<file path="src/rtl/pong_collision_scorer.sv">
// Pong collision detector and scorer: evaluates registered ball samples against walls/paddles,
// emits one-cycle bounce/point pulses, and runs the serve / game-over sequencing.
module pong_collision_scorer #(
   parameter int COORD_W     = 6,
   parameter int FIELD_W     = 64,
   parameter int FIELD_H     = 64,
   parameter int PADDLE_H    = 8,
   parameter int LEFT_X      = 2,
   parameter int RIGHT_X     = 61,
   parameter int WIN_SCORE   = 7,
   parameter int SERVE_DELAY = 32
) (
   input  logic               clk,
   input  logic               reset,
   input  logic               pos_valid,
   input  logic [COORD_W-1:0] bx,
   input  logic [COORD_W-1:0] by,
   input  logic               bx_dir,
   input  logic               by_dir,
   input  logic [COORD_W-1:0] p1_y,
   input  logic [COORD_W-1:0] p2_y,
   input  logic               start,
   output logic               paddle_collision,
   output logic               wall_collision,
   output logic               point_scored,
   output logic               scorer,
   output logic [3:0]         sc1,
   output logic [3:0]         sc2,
   output logic               serve_hold,
   output logic               game_over
);
   localparam int CNT_W = (SERVE_DELAY > 1) ? $clog2(SERVE_DELAY) : 1;
   localparam logic [COORD_W-1:0] X_MAX   = COORD_W'(FIELD_W - 1);
   localparam logic [COORD_W-1:0] Y_MAX   = COORD_W'(FIELD_H - 1);
   localparam logic [COORD_W-1:0] LZ_LO   = COORD_W'(1);
   localparam logic [COORD_W-1:0] LZ_HI   = COORD_W'(LEFT_X + 1);
   localparam logic [COORD_W-1:0] RZ_LO   = COORD_W'(RIGHT_X - 1);
   localparam logic [COORD_W-1:0] RZ_HI   = COORD_W'(FIELD_W - 2);
   localparam logic [COORD_W:0]   PAD_SPAN = (COORD_W+1)'(PADDLE_H - 1);
   localparam logic [3:0]         WIN     = 4'(WIN_SCORE);
   localparam logic [CNT_W-1:0]   CNT_LAST = CNT_W'(SERVE_DELAY - 1);

   typedef enum logic [1:0] {PLAY, SERVE_WAIT, GAME_OVER} state_t;

   // Input sample stage: the ball sample is captured first and evaluated on the next edge.
   logic               smp_valid_q, smp_bx_dir_q, smp_by_dir_q;
   logic [COORD_W-1:0] smp_bx_q, smp_by_q, smp_p1_q, smp_p2_q;

   state_t             state_q, state_d;
   logic [CNT_W-1:0]   cnt_q, cnt_d;
   logic               left_armed_q, left_armed_d, right_armed_q, right_armed_d;
   logic               top_armed_q, top_armed_d, bot_armed_q, bot_armed_d;
   logic               pc_q, pc_d, wc_q, wc_d, ps_q, ps_d, scorer_q, scorer_d;
   logic [3:0]         sc1_q, sc1_d, sc2_q, sc2_d;
   logic               hold_q, hold_d, go_q, go_d;

   logic               active, miss_l, miss_r, in_p1, in_p2;
   logic               hit_l, hit_r, hit_t, hit_b;
   logic [COORD_W:0]   by_ext, p1_top, p2_top;

   // Paddle range is computed one bit wider so a paddle near the bottom does not wrap.
   always_comb begin
      by_ext = {1'b0, smp_by_q};
      p1_top = {1'b0, smp_p1_q};
      p2_top = {1'b0, smp_p2_q};
      in_p1  = (by_ext >= p1_top) && (by_ext <= p1_top + PAD_SPAN);
      in_p2  = (by_ext >= p2_top) && (by_ext <= p2_top + PAD_SPAN);
      active = smp_valid_q && (state_q == PLAY);
      miss_l = active && !smp_bx_dir_q && (smp_bx_q == '0);
      miss_r = active &&  smp_bx_dir_q && (smp_bx_q == X_MAX);
      hit_l  = active && !smp_bx_dir_q && (smp_bx_q >= LZ_LO) && (smp_bx_q <= LZ_HI)
               && in_p1 && left_armed_q;
      hit_r  = active &&  smp_bx_dir_q && (smp_bx_q >= RZ_LO) && (smp_bx_q <= RZ_HI)
               && in_p2 && right_armed_q;
      hit_t  = active && top_armed_q && !smp_by_dir_q && (smp_by_q == '0);
      hit_b  = active && bot_armed_q &&  smp_by_dir_q && (smp_by_q == Y_MAX);
   end

   always_comb begin
      state_d       = state_q;
      cnt_d         = cnt_q;
      left_armed_d  = left_armed_q;
      right_armed_d = right_armed_q;
      top_armed_d   = top_armed_q;
      bot_armed_d   = bot_armed_q;
      pc_d          = 1'b0;
      wc_d          = 1'b0;
      ps_d          = 1'b0;
      scorer_d      = scorer_q;
      sc1_d         = sc1_q;
      sc2_d         = sc2_q;
      case (state_q)
         PLAY: begin
            if (active) begin
               left_armed_d  = smp_bx_dir_q  ? 1'b1 : (hit_l ? 1'b0 : left_armed_q);
               right_armed_d = !smp_bx_dir_q ? 1'b1 : (hit_r ? 1'b0 : right_armed_q);
               top_armed_d   = smp_by_dir_q  ? 1'b1 : (hit_t ? 1'b0 : top_armed_q);
               bot_armed_d   = !smp_by_dir_q ? 1'b1 : (hit_b ? 1'b0 : bot_armed_q);
               if (miss_l || miss_r) begin
                  ps_d          = 1'b1;
                  scorer_d      = miss_l;
                  cnt_d         = '0;
                  left_armed_d  = 1'b1;
                  right_armed_d = 1'b1;
                  top_armed_d   = 1'b1;
                  bot_armed_d   = 1'b1;
                  if (miss_l) sc2_d = sc2_q + 4'd1;
                  else        sc1_d = sc1_q + 4'd1;
                  state_d = ((sc1_d == WIN) || (sc2_d == WIN)) ? GAME_OVER : SERVE_WAIT;
               end else begin
                  pc_d = hit_l || hit_r;
                  wc_d = hit_t || hit_b;
               end
            end
         end
         SERVE_WAIT: begin
            if (cnt_q == CNT_LAST) state_d = PLAY;
            else                   cnt_d   = cnt_q + CNT_W'(1);
         end
         GAME_OVER: begin
            if (start) begin
               state_d       = SERVE_WAIT;
               cnt_d         = '0;
               sc1_d         = '0;
               sc2_d         = '0;
               left_armed_d  = 1'b1;
               right_armed_d = 1'b1;
               top_armed_d   = 1'b1;
               bot_armed_d   = 1'b1;
            end
         end
         default: state_d = SERVE_WAIT;
      endcase
      hold_d = (state_d != PLAY);
      go_d   = (state_d == GAME_OVER);
   end

   always_ff @(posedge clk or posedge reset) begin
      if (reset) begin
         smp_valid_q   <= 1'b0;
         smp_bx_dir_q  <= 1'b0;
         smp_by_dir_q  <= 1'b0;
         smp_bx_q      <= '0;
         smp_by_q      <= '0;
         smp_p1_q      <= '0;
         smp_p2_q      <= '0;
         state_q       <= SERVE_WAIT;
         cnt_q         <= '0;
         left_armed_q  <= 1'b1;
         right_armed_q <= 1'b1;
         top_armed_q   <= 1'b1;
         bot_armed_q   <= 1'b1;
         pc_q          <= 1'b0;
         wc_q          <= 1'b0;
         ps_q          <= 1'b0;
         scorer_q      <= 1'b0;
         sc1_q         <= '0;
         sc2_q         <= '0;
         hold_q        <= 1'b1;
         go_q          <= 1'b0;
      end else begin
         smp_valid_q   <= pos_valid;
         smp_bx_dir_q  <= bx_dir;
         smp_by_dir_q  <= by_dir;
         smp_bx_q      <= bx;
         smp_by_q      <= by;
         smp_p1_q      <= p1_y;
         smp_p2_q      <= p2_y;
         state_q       <= state_d;
         cnt_q         <= cnt_d;
         left_armed_q  <= left_armed_d;
         right_armed_q <= right_armed_d;
         top_armed_q   <= top_armed_d;
         bot_armed_q   <= bot_armed_d;
         pc_q          <= pc_d;
         wc_q          <= wc_d;
         ps_q          <= ps_d;
         scorer_q      <= scorer_d;
         sc1_q         <= sc1_d;
         sc2_q         <= sc2_d;
         hold_q        <= hold_d;
         go_q          <= go_d;
      end
   end

   assign paddle_collision = pc_q;
   assign wall_collision   = wc_q;
   assign point_scored     = ps_q;
   assign scorer           = scorer_q;
   assign sc1              = sc1_q;
   assign sc2              = sc2_q;
   assign serve_hold       = hold_q;
   assign game_over        = go_q;
endmodule

</file>
<file path="config.mk">
export PLATFORM = sky130hd
export DESIGN_NAME = pong_collision_scorer
export DESIGN_NICKNAME = d
export VERILOG_FILES = /design/src/rtl/pong_collision_scorer.sv
export SDC_FILE = /design/constraint.sdc
export NUM_CORES = 1
export LEC_CHECK = 0
export ABC_AREA = 1
export ABC_CLOCK_PERIOD_IN_PS = 4500
export CAP_MARGIN = 20
export CORE_ASPECT_RATIO = 0.5
export CORE_UTILIZATION = 58
export CTS_CLUSTER_DIAMETER = 30
export DETAILED_ROUTE_END_ITERATION = 10
export PLACE_DENSITY = 0.85
export SYNTH_ARGS = -nofsm -noshare
export SYNTH_HDL_FRONTEND = slang
export SYNTH_SLANG_ARGS = --single-unit
</file>
<file path="constraint.sdc">
create_clock -name clk -period 4.5 [get_ports clk]
set_input_delay 0.9 -clock clk [delete_from_list [all_inputs] [get_ports clk]]
set_output_delay 0.9 -clock clk [all_outputs]
set_load 0.01 [all_outputs]
</file>
Word level (Yosys, flattened, before mapping)
Cells that the tools add are included.

Register bits after elaboration: 52. Bits of input ports: 30. Output and inout port bits: 14. Word-level logic and storage cells: 146.

$add $sub $neg: 5. $lt $le $gt $ge: 8. Equal/unequal tests: 16. Muxes and demuxes: 56. Reduce and logical (&&, ||, !) cells: 40.

Operators by type and width (count): 2-to-1 mux 4 bit (13); 2-to-1 mux 1 bit (26); logical AND 1 bit (21); 2-to-1 mux 5 bit (4); AND reduction 4 bit (5); inequality test 4 x 3 -> 1 bit (second input constant) (4); one-hot mux 4 bit (2 select lines) (2); one-hot mux 5 bit (3 select lines) (1); adder 6 x 3 -> 7 bit (second input constant) (2); less-or-equal comparator 6 x 7 -> 1 bit (2); == test 6 bit (second input constant) (2); greater-or-equal comparator 6 bit (2); logical NOT 6 bit (2); 2-to-1 mux 2 bit (5); adder 4 x 1 -> 4 bit (second input constant) (2); == test 4 x 3 -> 1 bit (second input constant) (2); one-hot mux 1 bit (2 select lines) (4); greater-or-equal comparator 6 x 1 -> 1 bit (second input constant) (1); greater-or-equal comparator 6 bit (second input constant) (1); less-or-equal comparator 6 x 2 -> 1 bit (second input constant) (1); less-or-equal comparator 6 bit (second input constant) (1); inequality test 2 bit (second input constant) (3); one-hot mux 2 bit (3 select lines) (1); adder 5 x 1 -> 5 bit (second input constant) (1); 11 further kinds (17).

Logic depth before layout (Yosys ltp)
Gate-level depths: netlist of the first run.

Word-level depth: 15. Mapped depth: 17. Depth with buffers taken out: 17.

Worst setup path before layout of the first run
No wires, ideal clock.

Kind: register -> register. From: reg smp_p1_q[0]. To: reg left_armed_q. Library setup time: 76 ps. Arrival: 1756 ps. Data required time: 4424 ps. Slack: 2668 ps. Stages on the path, launching flop included: 18. Path buffers: 0. Period minus slack after synthesis: 1832 ps. Path through: dfrtp_1 inv_1 ha_1 nand2_1 nand2_1 xor2_1 ha_1 nand2_1 nor2_1 nand3b_1 nand2_1 inv_1 nand2_1 nand2_1 nand2_1 nand2_1 nand2_1 nand2_1.

Longest elaborated chain between the ends: 7. Elaborated cells on any way between the ends: 8. Those cells by class: 1 x add/sub; 2 x order compare; 1 x eq/ne; 4 x reduce/logical.

Ends and longest elaborated chain: from (decl) (RTL line 47) `logic [COORD_W-1:0] smp_bx_q, smp_by_q, smp_p1_q, smp_p2_q;`; from (signal assigned) (RTL line 167) `smp_p1_q <= p1_y;`; adder 6 x 3 -> 7 bit (RTL line 66) `in_p1 = (by_ext >= p1_top) && (by_ext <= p1_top + PAD_SPAN);`; less-or-equal comparator 6 x 7 -> 1 bit (RTL line 66); logical AND 1 bit (*) (RTL line 66); logical AND 1 bit (*) (2 in a row) (RTL line 72) `&& in_p1 && left_armed_q;`; inequality test 4 x 3 -> 1 bit (no line) (*); AND reduction 4 bit (no line) (*); to (signal assigned) (RTL line 171) `left_armed_q <= left_armed_d;`; to (decl) (RTL line 51) `logic left_armed_q, left_armed_d, right_armed_q, right_armed_d;`.

Mark *: on every way between the ends. The rest lies on a longest branch, timed or not. A chain may end at the register's enable or synchronous reset.

Worst setup path after layout of the first run
From: reg hold_q, in the netlist serve_hold. To: out serve_hold.

RTL lines: from (decl) (RTL line 55) `logic hold_q, hold_d, go_q, go_d;`; from (signal assigned) (RTL line 181) `hold_q <= hold_d;`; to (decl) (RTL line 29) `output logic serve_hold,`.

No word-level cell between the ends.

==> summary.md, run 1 <==
| Metric | Value |
|---|---|
| Worst Tran Pin Value | `420 ps` |
| Switching Fraction | `0.324` |
| FMAX | `436 MHz` |
| GR Util met3 | `0.0640` |
| FF+latch area | `1310 um2` |
| DRT antenna net count | `0` |
| DRT iter0 DRCs | `84` |
| N_diodes | `0` |
| Hold Crit Class | `reg2reg` |
| Post-DP HPWL | `4.95 mm` |
| Largest net degree at the start of global routing | `53` |
| WL final | `6.55 mm` |
| Net Switching | `0.367 mW` |
| Vias | `2,483` |
| Synthesized cell area | `2950 um2` |
| Drt via density | `5.18` |
| Crit path max-delay family | `buffers and inverters` |
| Busiest grt layer | `met2` |
| DRC Markers | `0` |
| Total Neg Setup Slack | `0 ps` |
| Pwr dens | `317 nW/um2` |
| # IOs | `44` |
| CTS resizes | `0` |
| Syn_nets | `422` |
| Cell chain of the critical path | `clkdlybuf4s50_1` |
| CP Capture Type | `output port` |
| CP max-delay cell | `clkdlybuf4s50_1` |
| Die width | `103 um` |
| VDD IR max | `0.000224 V` |
| GR Util met2 | `0.506` |
| Crit path max fanout | `1` |
| Status | `finished, final reports clean` |
| Rows | `17` |
| Final hold slack | `464 ps` |
| Hold_buf cts | `0` |
| Cells after Synth | `362` |
| Insertion delay to the later sink of the worst-skew pair | `320 ps` |
| Fin. max-slew vios | `0` |
| Period utilization | `0.510` |
| FFs w/ async S/R, synth | `1.00` |
| Most used DFF post-synth | `dfrtp_1` |
| Routed WL per cell | `13.7 um` |
| Clock sink count | `52` |
| Root buffer cell | `clkbuf_8` |
| Finish-stage setup viols | `0` |
| Post-DP Area | `3450 um2` |
| Total track usage | `0.270` |
| Place WS | `2230 ps` |
| CTS tree | `yes` |
| Starting density of the core | `0.637` |
| Max cap viols | `0` |
| Tmin final | `2300 ps` |
| Die area | `5400 um2` |
| Skew final | `10.3 ps` |
| CP Buf/Inv Count | `1` |
| CP required | `3600 ps` |
| CTS max path bufs | `2` |
| Synth warnings | `0` |
| Slew headroom | `0.719` |
| Setup bufs post-CTS | `0` |
| Met1 Track Usage GR | `0.309` |
| Critical path arrival | `1400 ps` |
| Area of the core | `4640 um2` |
| Final instance area | `3560 um2` |
| Worst-path clk slew | `100 ps` |
| Flop pwr share | `0.496` |
| Kind of critical path | `reg2out` |
| Int Power | `0.764 mW` |
| Yosys cell types | `27` |
| Drt pass-1 iters | `6` |
| Worst Setup Start Kind | `flip-flop` |
| H-tree depth | `2` |
| Placer Congestion | `0.790` |
| Final WS setup | `2200 ps` |
| Clock power frac | `0.245` |
| Comb pwr share | `0.258` |
| Total CTS buffers | `5` |
| Final net count | `472` |
| P_leak | `1.85 nW` |
| First-pass GRT wire length | `10.7 mm` |
| Area Growth Syn to Fin | `20.7%` |
| Port bufs | `43` |
| Share of layout cells above drive strength 1 | `0.0630` |
| DIE HEIGHT | `52.5 um` |
| GRT overflow | `0` |
| Mapped Avg Cell Area | `8.16 um2` |
| Flops & latches, synth | `52` |
| Final hold violation count | `0` |
| Critical Path Max Stage Delay | `540 ps` |
| Unrepaired setup endpoints after global routing | `false` |
| Post-synth EDFFs | `0` |
| Vias in the first global route | `2,471` |
| Antenna violations before repair | `0` |
| Filler cells | `353` |
| Multi-input gate area | `1440 um2` |
| Sequential element share of the synthesized area | `0.443` |
| Final Power | `1.13 mW` |
-- through the flow --
step / std cells / utilization
2_1_floorplan: 362 / -
3_3_place_gp: 470 / 0.745
3_5_place_dp: 470 / 0.745
4_1_cts: 478 / 0.764
5_1_grt: 479 / 0.768
6_report: 479 / 0.768
-- kinds of logic after synthesis --
family	Yosys count	share of synthesized area
XOR/XNOR	10	0.0297
AND/OR/NAND/NOR	188	0.275
buffers and inverters	52	0.0686
adder cells (fa/ha/maj)	30	0.127
AO/OA/AOI/OAI	30	0.0564
flip-flops	52	0.443
-- layout by cell type (no fill, tap or decap), types with 4 or more instances in the layout --
cell type	n
a21oi_1	12
dfstp_2	6
clkbuf_8	5
nand2_1	118
o21ai_1	5
xor2_1	6
xnor2_1	4
ha_1	30
nand4_1	7
o22ai_1	6
nand3_1	21
o21ai_0	4
dfrtp_1	46
clkdlybuf4s50_1	43
nor2_1	26
inv_1	49
-- layout make-up --
| cell class | instances | share of cell area |
|---|---|---|
| clock inverters | 2 | 0.00456 |
| well taps | 66 | 0.0232 |
| repair buffers | 44 | 0.126 |
| clock buffers | 6 | 0.0204 |
| multi-input cells | 258 | 0.404 |
| inverters | 51 | 0.0537 |
| flip-flops and latches | 52 | 0.367 |
-- cells in the mapped netlist, drive strengths merged, types with 2 or more instances --
master  number  area share
nand2      121        0.16
inv         51       0.065
dfrtp       46        0.39
ha          30        0.13
nor2        30       0.047
nand3       21       0.036
a21oi       12       0.020
o21ai       10       0.018
nand4        7       0.015
dfstp        6       0.053
o22ai        6       0.013
xor2         6       0.018
xnor2        4       0.012
nand3b       3      0.0076
a21o         2      0.0051
nor3         2      0.0034
or2          2      0.0042
-- power by group through the flow --
stage / logic [mW] / clock network, mW / registers [mW]
3_3_place_gp: 0.267 / 0 / 0.566
3_5_place_dp: 0.289 / 0 / 0.569
5_1_grt: 0.334 / 0.295 / 0.569
2_1_floorplan: 0.187 / 0 / 0.563
6_report: 0.292 / 0.277 / 0.561
4_1_cts: 0.291 / 0.281 / 0.560
-- path summary, 6_finish.rpt --
kind	cells past startpoint	start	slack [ps]	to
max	1	serve_hold	2200	serve_hold
min	2	right_armed_q	460	right_armed_q
max reg2reg	17	smp_p1_q[0]	2420	left_armed_q
min reg2reg	2	right_armed_q	460	right_armed_q
max in group asynchronous	3	reset	3070	right_armed_q
min in group asynchronous	2	reset	860	cnt_q[3]
-- per-layer routing --
| metal | part of all wire | vias up |
|---|---|---|
| met4 | 0.015 | 0 |
| met1 | 0.43 | 1181 |
| li1 | - | 1253 |
| met3 | 0.044 | 10 |
| met2 | 0.51 | 39 |
| met5 | 0 | - |
-- flip-flops by register name, summed over array words and instances (netlist names), 2 cells and up --
signal	count
cnt_q	5
sc1	4
sc2	4
smp_bx_q	6
smp_by_q	6
smp_p1_q	6
smp_p2_q	6
state_q	2
Note: power is estimated with default switching activity, not from simulation.
==> inputs of run 2 (changes only) <==
--- a/config.mk
+++ b/config.mk
@@ -6,13 +6,13 @@
 export NUM_CORES = 1
 export LEC_CHECK = 0
 export ABC_AREA = 1
-export ABC_CLOCK_PERIOD_IN_PS = 4500
+export ABC_CLOCK_PERIOD_IN_PS = 2200
 export CAP_MARGIN = 20
 export CORE_ASPECT_RATIO = 0.5
-export CORE_UTILIZATION = 58
+export CORE_UTILIZATION = 54
 export CTS_CLUSTER_DIAMETER = 30
 export DETAILED_ROUTE_END_ITERATION = 10
-export PLACE_DENSITY = 0.85
+export PLACE_DENSITY = 0.8
 export SYNTH_ARGS = -nofsm -noshare
 export SYNTH_HDL_FRONTEND = slang
 export SYNTH_SLANG_ARGS = --single-unit
==> constraint.sdc (replaced) <==
create_clock -name clk -period 2.2 [get_ports clk]
set_input_delay 0.44 -clock clk [delete_from_list [all_inputs] [get_ports clk]]
set_output_delay 0.44 -clock clk [all_outputs]
set_load 0.01 [all_outputs]
==> summary.md, run 2 (synthesis gave the netlist of run 1 again) <==
| Metric | Value |
|---|---|
| Status | `finished, final reports clean` |
| Slew headroom | `0.727 (+0.00739)` |
| Placer Congestion | `0.849 (+7.4%)` |
| Drt pass-1 iters | `5 (-1)` |
| Hold Crit Class | `reg2reg` |
| Cell chain of the critical path | `inv_1, ha_1, nand2_1, nand2_1, xor2_1, ha_1, nand2_1, nor2_2, nand3b_1, nand2_1, inv_1, nand2_1, nand2_1, nand2_1, nand2_1, nand2_1, nand2_1` |
| DRT iter0 DRCs | `89 (+6.0%)` |
| Total CTS buffers | `5 (unchanged)` |
| Layout Utilization | `0.703 (-0.0654)` |
| Reg2Reg Capture Point | `left_armed_q` |
| CP required | `2450 ps (-1150 ps)` |
| Share of layout cells above drive strength 1 | `0.0676 (+0.00468)` |
| Hold_buf cts | `0 (unchanged)` |
| Most frequent cells in the layout | `nand2_1 (118), inv_1 (49), dfrtp_1 (46)` |
| Worst Setup Start Kind | `flip-flop` |
| Fin. max-slew vios | `0 (unchanged)` |
| Final WS setup | `208 ps (-2000 ps)` |
| Rows | `18 (+1)` |
| P_leak | `1.86 nW (+0.25%)` |
| DRC Markers | `0 (unchanged)` |
| DIE HEIGHT | `54.3 um (+3.5%)` |
| Post-DP HPWL | `4.78 mm (-3.4%)` |
| Final Power | `2.29 mW (+100%)` |
| Total track usage | `0.226 (-0.0436)` |
| Drt via density | `5.15 (-0.55%)` |
| CTS tree | `yes` |
| Pwr dens | `640 nW/um2 (+100%)` |
| Final hold violation count | `0 (unchanged)` |
| DRT antenna net count | `0 (unchanged)` |
| Clock sink count | `52 (unchanged)` |
| Starting density of the core | `0.580 (-0.0567)` |
| Post-DP Area | `3480 um2 (+0.72%)` |
| R2r setup slk | `210 ps (-2210 ps)` |
| Worst Tran Pin Value | `409 ps (-11.0 ps)` |
| VDD IR max | `0.000382 V (+71%)` |
| Antenna violations before repair | `0 (unchanged)` |
| Critical Path Max Stage Delay | `350 ps (-190 ps)` |
| # IOs | `44 (unchanged)` |
| CP Capture Type | `flip-flop` |
| Crit path max fanout | `3 (+2)` |
| Worst setup path endpoint | `left_armed_q` |
| Filler cells | `400 (+13%)` |
| First-pass GRT wire length | `10.1 mm (-5.9%)` |
| Reg2reg start | `smp_p1_q[0]` |
| Multi-input gate area | `1440 um2 (+0.17%)` |
| CP max-delay cell | `dfrtp_1` |
| Kind of critical path | `reg2reg` |
| Period utilization | `0.905` |
| Insertion delay to the later sink of the worst-skew pair | `300 ps (-20 ps)` |
| Final net count | `473 (+0.21%)` |
| Port bufs | `43 (unchanged)` |
| Place WS | `165 ps (-2060 ps)` |
| H-tree depth | `2 (unchanged)` |
| FMAX | `502 MHz` |
| Worst-case reg-to-reg path depth | `17 (unchanged)` |
| Critical path arrival | `2240 ps (+840 ps)` |
| Root buffer cell | `clkbuf_8` |
| N_diodes | `0 (unchanged)` |
| CP startpoint | `smp_p1_q[0]` |
| Worst-path clk slew | `100 ps (about the same)` |
| FF+latch area | `1310 um2 (unchanged)` |
| Die area | `5790 um2 (+7.2%)` |
| CP Buf/Inv Count | `2 (+1)` |
| Final hold slack | `467 ps (+2.82 ps)` |
| GRT overflow | `0 (unchanged)` |
| Skew final | `8.99 ps (-1.34 ps)` |
| Total Neg Setup Slack | `0 ps (unchanged)` |
| Max cap viols | `0 (unchanged)` |
| Routed WL per cell | `12.9 um (-5.5%)` |
| Crit path max-delay family | `simple AND/OR/NAND/NOR gates` |
| Die width | `107 um (+3.6%)` |
| Commonest non-fill, non-tap cell in the layout | `nand2_1` |
| Largest net degree at the start of global routing | `53 (unchanged)` |
| Final instance area | `3580 um2 (+0.42%)` |
| Finish-stage setup viols | `0 (unchanged)` |
| Path length in cells of the critical path | `17 (+16)` |
| Tmin final | `1990 ps` |
| Area Growth Syn to Fin | `21.2%` |
| Non-filler cells, final | `484 (+1.0%)` |
| Area of the core | `5090 um2 (+9.8%)` |
| Unrepaired setup endpoints after global routing | `false` |
| WL final | `6.25 mm (-4.5%)` |
| Vias in the first global route | `2,307 (-6.6%)` |
| CTS max path bufs | `2 (unchanged)` |
| Dpl cells | `475 (+1.1%)` |
| Vias | `2,495 (+0.48%)` |
| Most frequent cell on the critical path | `nand2_1` |
[run 2: worst reg2reg max path, cell delays in order (launching register included)]
cell	delay, ps
dfrtp_1	350
inv_1	80
ha_1	220
nand2_1	90
nand2_1	60
xor2_1	150
ha_1	300
nand2_1	70
nor2_2	100
nand3b_1	80
nand2_1	60
inv_1	40
nand2_1	50
nand2_1	60
nand2_1	80
nand2_1	50
nand2_1	50
nand2_1	50
[run 2: cell type report]
cell class	instances	area share
clock inverters	2	0.00455
repair buffers	45	0.128
well taps	70	0.0245
clock buffers	6	0.0203
multi-input cells	258	0.403
flip-flops and latches	52	0.366
inverters	51	0.0535
[run 2: metal layers]
metal	wire [um]	track usage
met5	0	0
met4	34	0.0502
met3	268	0.0417
met2	3160	0.432
met1	2790	0.277
[run 2: power by group]
group | switching, mW | leakage (nW) | internal, mW
clock | 0.325 | 0.0414 | 0.227
sequential | 0.0928 | 0.587 | 1.05
combinational | 0.309 | 1.23 | 0.285
[run 2: worst min path at each step]
stage | cells after the start | startpoint | to | slack (ps)
5_1_grt | 2 | right_armed_q | right_armed_q | 490
3_3_place_gp | 2 | top_armed_q | top_armed_q | 450
2_1_floorplan | 2 | top_armed_q | top_armed_q | 440
6_report | 2 | top_armed_q | top_armed_q | 470
3_5_place_dp | 2 | top_armed_q | top_armed_q | 450
4_1_cts | 2 | top_armed_q | top_armed_q | 470
[run 2: repair_timing]
| item | 4_1_cts | 5_1_grt |
|---|---|---|
| resized for setup | 0 | 1 |
| buffers inserted | 0 | 1 |
| setup endpoints to repair | 0 | 1 |
==> inputs of run 3 (changes only) <==
--- a/config.mk
+++ b/config.mk
@@ -13,6 +13,7 @@
 export CTS_CLUSTER_DIAMETER = 30
 export DETAILED_ROUTE_END_ITERATION = 10
 export PLACE_DENSITY = 0.8
+export SETUP_SLACK_MARGIN = 0.3
 export SYNTH_ARGS = -nofsm -noshare
 export SYNTH_HDL_FRONTEND = slang
 export SYNTH_SLANG_ARGS = --single-unit
==> summary.md, run 3 (synthesis gave the netlist of run 1 again) <==
| Metric | Value |
|---|---|
| Status | `finished, final reports clean` |
| Share of layout cells above drive strength 1 | `0.144 (+0.0762)` |
| Total track usage | `0.233 (+0.00660)` |
| Vias in the first global route | `2,366 (+2.6%)` |
| P_leak | `1.94 nW (+4.2%)` |
| Insertion delay to the later sink of the worst-skew pair | `300 ps (about the same)` |
| FMAX | `489 MHz (-2.6%)` |
| First-pass GRT wire length | `10.4 mm (+3.2%)` |
| Die width | `107 um (unchanged)` |
| Critical Path Max Stage Delay | `380 ps (+30 ps)` |
| DRT antenna net count | `0 (unchanged)` |
| Commonest non-fill, non-tap cell in the layout | `nand2_1` |
| Layout Utilization | `0.737 (+0.0342)` |
| N_diodes | `0 (unchanged)` |
| Vias | `2,584 (+3.6%)` |
| Drt pass-1 iters | `4 (-1)` |
| Slew headroom | `0.731 (+0.00434)` |
| Hold_buf cts | `0 (unchanged)` |
| Worst Tran Pin Value | `402 ps (-6.48 ps)` |
| Clock sink count | `52 (unchanged)` |
| Drt via density | `5.23 (+1.5%)` |
| Most frequent cell on the critical path | `nand2_1` |
| Max cap viols | `0 (unchanged)` |
| # IOs | `44 (unchanged)` |
| Filler cells | `360 (-10%)` |
| Largest net degree at the start of global routing | `53 (unchanged)` |
| H-tree depth | `2 (unchanged)` |
| Area Growth Syn to Fin | `27.1%` |
| Tmin final | `2040 ps (+52.6 ps)` |
| CTS tree | `yes` |
| DRT iter0 DRCs | `64 (-28%)` |
| Critical path arrival | `2290 ps (+50 ps)` |
| Placer Congestion | `0.849 (unchanged)` |
| Kind of critical path | `reg2reg` |
| Most frequent cells in the layout | `nand2_1 (111), dfrtp_1 (46), inv_1 (43), clkdlybuf4s50_1 (43), ha_1 (28)` |
| Port bufs | `43 (unchanged)` |
| CP max-delay cell | `dfrtp_1` |
| Final hold violation count | `0 (unchanged)` |
| Final hold slack | `467 ps (-0.335 ps)` |
| DIE HEIGHT | `54.3 um (unchanged)` |
| Non-filler cells, final | `494 (+2.1%)` |
| Post-DP HPWL | `4.78 mm (unchanged)` |
| CP required | `2440 ps (about the same)` |
| Finish-stage setup viols | `0 (unchanged)` |
| Antenna violations before repair | `0 (unchanged)` |
| Final Power | `2.34 mW (+2.0%)` |
| Cell chain of the critical path | `inv_2, ha_4, nand2_4, nand2_4, xor2_2, ha_1, nand2_1, nand2_1, a21oi_1, nand2_1, nand2_1, nand2_1, nand2_1, nand2_1, nand2_1, nand2_1` |
| Worst Setup Start Kind | `flip-flop` |
| Starting density of the core | `0.580 (unchanged)` |
| Total CTS buffers | `5 (unchanged)` |
| GRT overflow | `0 (unchanged)` |
| Period utilization | `0.929 (+0.0239)` |
| Dpl cells | `475 (unchanged)` |
| CP Capture Type | `flip-flop` |
| Die area | `5790 um2 (unchanged)` |
| WL final | `6.70 mm (+7.1%)` |
| DRC Markers | `0 (unchanged)` |
| Pwr dens | `623 nW/um2 (-2.8%)` |
| Fin. max-slew vios | `0 (unchanged)` |
| Rows | `18 (unchanged)` |
| VDD IR max | `0.000385 V (+0.62%)` |
| Final net count | `483 (+2.1%)` |
| Hold Crit Class | `reg2reg` |
| Root buffer cell | `clkbuf_8` |
| Area of the core | `5090 um2 (unchanged)` |
| Total Neg Setup Slack | `0 ps (unchanged)` |
| Crit path max fanout | `3 (unchanged)` |
| Worst-path clk slew | `100 ps (about the same)` |
| Unrepaired setup endpoints after global routing | `true` |
| Skew final | `5.03 ps (-3.95 ps)` |
| Routed WL per cell | `13.6 um (+4.9%)` |
| CTS max path bufs | `2 (unchanged)` |
[run 3: stage by stage]
stage	setup WS, ps	instance area (um2)
after detailed placement	165	3480
after global routing	69.2	3750
after CTS	247	3650
after global placement	299	3480
final	156	3750
after floorplan	368	2950
[run 3: worst paths after layout]
kind / cells after the start / to / start / slack, ps
max: 16 / left_armed_q / smp_p1_q[0] / 160
max reg2reg: 16 / left_armed_q / smp_p1_q[0] / 160
min in group asynchronous: 3 / wall_collision / reset / 490
min reg2reg: 2 / top_armed_q / top_armed_q / 470
max in group asynchronous: 3 / right_armed_q / reset / 1430
min: 2 / top_armed_q / top_armed_q / 470
[run 3: critical path, delay by kind of cell (launching register included)]
kind	cells	cell delay (ps)
simple gates	11	740
flops	1	380
fa+ha+maj	2	480
xor+xnor	1	140
buf+inv	1	70
compound gates	1	180
[run 3: report_power, final]
part	switching (mW)	internal [mW]	total, mW
clock network	0.325	0.227	0.552
registers	0.0961	1.05	1.15
logic	0.328	0.307	0.636
[run 3: final cells by class]
class / instances / area [um2] / area share
clock inverters: 2 / 16.3 / 0.00433
inverters: 51 / 191 / 0.0510
repair buffers: 55 / 533 / 0.142
multi-input cells: 258 / 1540 / 0.411
flip-flops and latches: 52 / 1310 / 0.349
clock buffers: 6 / 72.6 / 0.0193
well taps: 70 / 87.6 / 0.0233
[run 3: layer usage]
metal,up-vias,track usage,part of all wire
li1,1286,-,-
met1,1233,0.289,0.46
met2,59,0.441,0.50
met3,6,0.0417,0.034
met4,0,0.0502,0.0070
met5,-,0,0
[run 3: timing repair]
| action | in CTS | in global routing |
|---|---|---|
| endpoints found under the setup margin | 3 | 8 |
| resized for setup | 11 | 18 |
| pin swaps | 9 | 16 |
| buffers inserted | 6 | 5 |
